--- src/rtl/afifo_rd_pkg.sv ---
// Shared types for the async-FIFO read-side drain: buffer occupancy states and depth.
// Latency: n/a (declarations only).
// Backpressure: n/a (declarations only).
package afifo_rd_pkg;

  // Entries held between the FIFO read port and the downstream interface
  localparam int BUF_DEPTH = 2;

  // Buffer FSM state is the number of words currently held
  typedef enum logic [1:0] {
    EMPTY = 2'd0,
    ONE   = 2'd1,
    FULL  = 2'd2
  } buf_state_t;

endpackage

--- src/rtl/afifo_skid_buf.sv ---
// Two-entry in-order buffer whose FSM state is its occupancy (EMPTY/ONE/FULL).
// Latency: a pushed word is visible on out_dat one cycle after the push edge.
// Backpressure: out_rdy=0 holds the head word stable; the caller must never push while FULL.
module afifo_skid_buf
  import afifo_rd_pkg::*;
#(
  parameter int DATA_WIDTH = 32
) (
  input  logic                  clk,
  input  logic                  rst,
  input  logic                  push,
  input  logic [DATA_WIDTH-1:0] push_data,
  input  logic                  out_rdy,
  output logic                  out_vld,
  output logic [DATA_WIDTH-1:0] out_dat,
  output buf_state_t            state
);

  buf_state_t            state_q, state_d;
  logic [DATA_WIDTH-1:0] mem_q [BUF_DEPTH];
  logic [DATA_WIDTH-1:0] mem_d [BUF_DEPTH];
  logic                  xfer;

  // A transfer needs a held word and a ready consumer
  assign xfer = (state_q != EMPTY) & out_rdy;

  // State register: occupancy, cleared by synchronous reset
  always_ff @(posedge clk) begin
    if (rst) state_q <= EMPTY;
    else     state_q <= state_d;
  end

  // Next-state: push raises occupancy, transfer lowers it, both together leave it unchanged
  always_comb begin
    state_d = state_q;
    unique case (state_q)
      EMPTY: if (push) state_d = ONE;
      ONE: begin
        if (push && !xfer)      state_d = FULL;
        else if (!push && xfer) state_d = EMPTY;
      end
      FULL:    if (xfer) state_d = ONE;
      default: state_d = EMPTY;
    endcase
  end

  // Storage update: entry 0 is always the oldest word, entry 1 the one behind it
  always_comb begin
    mem_d = mem_q;
    unique case (state_q)
      EMPTY: if (push) mem_d[0] = push_data;
      ONE: begin
        // simultaneous push and transfer: the new word becomes the head directly
        if (push && xfer) mem_d[0] = push_data;
        else if (push)    mem_d[1] = push_data;
      end
      FULL:    if (xfer) mem_d[0] = mem_q[1];
      default: mem_d = mem_q;
    endcase
  end

  // Storage register; cleared on reset so the output reads zero afterwards
  always_ff @(posedge clk) begin
    if (rst) begin
      for (int i = 0; i < BUF_DEPTH; i++) mem_q[i] <= '0;
    end else begin
      mem_q <= mem_d;
    end
  end

  // Outputs: valid whenever anything is held, data is the head entry
  always_comb begin
    out_vld = (state_q != EMPTY);
    out_dat = mem_q[0];
    state   = state_q;
  end

endmodule

--- src/rtl/afifo_rd_drain.sv ---
// Drains an async FIFO read port (FWFT) into a valid/ready stream via a 2-entry buffer.
// Latency: one cycle from the rinc cycle to m_valid when the buffer is empty; 1 word/cycle sustained.
// Backpressure: rinc depends only on registered buffer state, so m_ready never reaches rinc combinationally.
// Build option: define AFIFO_RD_CNT_EN to add the pop_cnt port and its wrapping counter.
module afifo_rd_drain
  import afifo_rd_pkg::*;
#(
  parameter int DATA_WIDTH = 32,
  parameter int CNT_WIDTH  = 16
) (
  input  logic                  rclk,
  input  logic                  rrst,
  input  logic                  rempty,
  input  logic [DATA_WIDTH-1:0] rdata,
  output logic                  rinc,
  input  logic                  drain_en,
  output logic                  m_valid,
  input  logic                  m_ready,
  output logic [DATA_WIDTH-1:0] m_data
`ifdef AFIFO_RD_CNT_EN
  ,
  output logic [CNT_WIDTH-1:0]  pop_cnt
`endif
);

  buf_state_t buf_state;

  // Pop whenever allowed, data is present and the buffer has room; never during reset
  always_comb begin
    rinc = drain_en & ~rempty & (buf_state != FULL) & ~rrst;
  end

  afifo_skid_buf #(
    .DATA_WIDTH(DATA_WIDTH)
  ) u_buf (
    .clk      (rclk),
    .rst      (rrst),
    .push     (rinc),
    .push_data(rdata),
    .out_rdy  (m_ready),
    .out_vld  (m_valid),
    .out_dat  (m_data),
    .state    (buf_state)
  );

`ifdef AFIFO_RD_CNT_EN
  logic [CNT_WIDTH-1:0] pop_cnt_q, pop_cnt_d;

  // Next count: one per popped word, wrapping naturally at all-ones
  always_comb begin
    pop_cnt_d = pop_cnt_q;
    if (rinc) pop_cnt_d = pop_cnt_q + 1'b1;
  end

  // Count register, cleared by reset
  always_ff @(posedge rclk) begin
    if (rrst) pop_cnt_q <= '0;
    else      pop_cnt_q <= pop_cnt_d;
  end

  assign pop_cnt = pop_cnt_q;
`else
  // No counter in this build; the empty block keeps CNT_WIDTH referenced
  if (CNT_WIDTH < 1) begin : g_no_cnt
  end
`endif

endmodule

--- config.mk ---
export PLATFORM = sky130hd
export DESIGN_NAME = afifo_rd_drain
export DESIGN_NICKNAME = d
export VERILOG_FILES = /design/src/rtl/afifo_rd_pkg.sv /design/src/rtl/afifo_skid_buf.sv /design/src/rtl/afifo_rd_drain.sv
export SDC_FILE = /design/constraint.sdc
export NUM_CORES = 1
export LEC_CHECK = 0
export ABC_AREA = 1
export CORE_UTILIZATION = 63
export CTS_BUF_LIST = sky130_fd_sc_hd__clkbuf_16
export DETAILED_ROUTE_END_ITERATION = 6
export DONT_BUFFER_PORTS = 1
export PLACE_DENSITY_LB_ADDON = 0.1
export SYNTH_ARGS = -nofsm -noshare
export SYNTH_HDL_FRONTEND = slang
export SYNTH_SLANG_ARGS = --single-unit
--- constraint.sdc ---
create_clock -name rclk -period 1.4 [get_ports rclk]
set_clock_uncertainty 0.1 [all_clocks]
set_input_delay 0.28 -clock rclk [delete_from_list [all_inputs] [get_ports rclk]]
set_output_delay 0.28 -clock rclk [all_outputs]
set_load 0.05 [all_outputs]
==> results.cfg <==
[timing]
setup_viol = 67
fin_crit_sh_pct = 109
worst_pin_slew_ns = 0.538
rsz0062_at_grt = true
min_period_ns = 1.52
drv_slew = 0
fin_ws_ns = -0.122
fmax_mhz = 657
finalHoldViolations = 0
slew_headroom_pct = 64.1

[power]
power_frac_seq_pct = 43.4
ir_drop_v = 0.000784
total_power_uw = 4740
p_int_uw = 3490
power_frac_comb_pct = 12.1
p_switching_uw = 1250
clkPwrFrac_pct = 44.4
swShare_pct = 26.4
leakage_uw = 0.00218
powerDensity_nw_per_um2 = 1110

[layout]
nets = 612
fillers = 413
fin_cells = 652
n_antenna_cell = 0
final_common_cell = nand2_1
area.growth.synth_to_final_pct = 18.9
layout-drive-gt1-share_pct = 14.1
layout_common_cells = nand2_1, nor2_1, inv_1

[synthesis]
syn_nets = 611
synth_mux_area_share_pct = 0
ys_ff_latch = 66
synth_top_family_by_area = simple AND/OR/NAND/NOR gates
yosys.area_share.simple_pct = 37.7
synth-xor-area-share_pct = 0
yosys-top-cells-area = dfxtp_1, nand2_1, nor2_1
ys_seq_area_share_pct = 36.9
syn_inst = 574
synth_compound_area_share_pct = 5.24
synth_largest_area_cell = dfxtp_1
synthDistinctLibCells = 17
yosysWarnings = 0
syn-cell-area_um2 = 3580
avgSynthCellArea_um2 = 6.25
synth_top_area_share_pct = 36.9
synth_adder_area_share_pct = 0

[grt]
grt_first_pass_wirelength_um = 13800
grt_pass1_vias = 2914
antenna_found_initial = 0
grt_max_degree = 50
grt_overflow = 0
globalRouteTotalUtil_pct = 29.9

[floorplan]
core-area_um2 = 5510
die_area_um2 = 6000
start_util_pct = 65.1
die_w_um = 77.4
io_pins = 71
rows = 27
chipHeight_um = 77.4

[drt]
wl_um = 9240
drc = 0
firstDrtPassIters = 5
vias_per_cell = 5.21
num_vias = 3398
wl_per_cell_um = 14.2
ant_nets = 0
drt_iter0_markers = 281

[hold_path]
min_to = u_buf.mem_q[7]
holdCritStartpoint = rdata[7]
holdPathStages = 4
hold_path_class = input pin to flop

[clocking]
clk_latency_ns = 0.33
clockRootBuffer = clkbuf_16
cts_tree = yes
clockBufferDepth = 2
clkSinkCount = 66
cts.htree.levels = 3
cts_buffers = 9
clkTransAtPathRegs_ns = 0.05

[run_status]
status = finished with violations
violations = setup timing

[setup_path]
cp_max_fo = 5
r2r-end = u_buf.mem_q[13]
required_ns = 1.02
rr_startpoint = u_buf.state[1]
r2r_setup_slack_ns = -0.11
crit_path_top_delay_cell = dfxtp_2
reg2reg_depth = 9
crit_top_cell = buf_12
cp.arrival_ns = 1.14
worstPathCellList = inv_4, buf_12, a21oi_4, buf_12
startpoint_type = flop
critPathMaxStageDelay_ns = 0.36
critPathCaptureType = output port
critical_path_class = flop to output port

[placed_design]
dp.cells = 615
gp_congestion = 0.830
port_buffers = 0
dp_hpwl_um = 5060

[flow_run]
cap_violations = 0
layer usage:
layer | up-vias | track usage (%) | wire (um)
li1 | 1708 | - | -
met1 | 1518 | 40.1 | 4040
met2 | 149 | 43.6 | 4190
met3 | 23 | 8.59 | 769
met4 | 0 | 14.9 | 236
met5 | - | 0 | 0
how the worst max path moves through the flow:
stage          depth (start not counted)           endpoint  slack (ns)           start
5_1_grt                                4               rinc       -0.16  u_buf.state[0]
3_3_place_gp                           7   u_buf.out_dat[7]        0.01        drain_en
2_1_floorplan                          3               rinc        0.06  u_buf.state[0]
3_5_place_dp                           8  u_buf.out_dat[23]       -0.02        drain_en
4_1_cts                                4               rinc       -0.11  u_buf.state[0]
6_report                               4               rinc       -0.12  u_buf.state[0]
stage by stage:
stage / TNS [ns] / worst slack (ns) / area (um2) / hold slack (ns) / util, %
after floorplan: 0 / 0.0608 / 3600 / 0.252 / -
after global placement: 0 / 0.0116 / 3600 / 0.253 / 65.4
after detailed placement: -0.0855 / -0.0153 / 3600 / 0.258 / 65.4
after CTS: -1.01 / -0.105 / 4060 / 0.0398 / 73.7
after global routing: -7.77 / -0.162 / 4260 / 0.0509 / 77.4
final: -4.42 / -0.122 / 4260 / 0.0420 / 77.4
synth_stat cells:
master,number
a21oi_1,36
buf_1,5
buf_2,20
buf_4,35
buf_6,7
clkbuf_1,1
dfxtp_1,66
inv_1,67
inv_2,1
inv_4,1
nand2_1,165
nand2_2,3
nand3_1,64
nand3_2,1
nor2_1,100
nor2_2,1
o211ai_1,1
power by group through the flow:
stage          logic [uW]  registers, uW  clock network [uW]
2_1_floorplan         547           2000                   0
3_3_place_gp          507           2100                   0
3_5_place_dp          514           2100                   0
4_1_cts               532           2060                2120
5_1_grt               632           2060                2210
6_report              575           2060                2110
critical path, delay by kind of cell, from the launching register on:
kind / cells / cell delay, ns
buf+inv: 3 / 0.33
compound gates: 1 / 0.13
flops: 1 / 0.36
cell families after synthesis:
group / after synthesis
compound gates: 37
buf+inv: 137
flops: 66
simple gates: 334
cell type report:
type | count | area [um2] | area share [%]
multi-input cells | 371 | 1590 | 37.2
flip-flops and latches | 66 | 1330 | 31.1
repair buffers | 58 | 717 | 16.8
inverters | 69 | 264 | 6.19
clock buffers | 9 | 225 | 5.28
well taps | 72 | 90.1 | 2.11
clock inverters | 7 | 53.8 | 1.26
state kept, by name, indices dropped and copies added (netlist names):
register / count
u_buf.out_dat: 32
u_buf.state: 2
u_buf.mem_q: 32
repair_timing:
| action | CTS | global route |
|---|---|---|
| resized for setup | 13 | 8 |
| gates cloned | 2 | 6 |
| hold buffers | 1 | 0 |
| hold endpoints to repair | 1 | 0 |
| pin swaps | 2 | 1 |
| setup buffers | 9 | 3 |
| endpoints found under the setup margin | 6 | 67 |
Power figures use the tool's default switching activity.
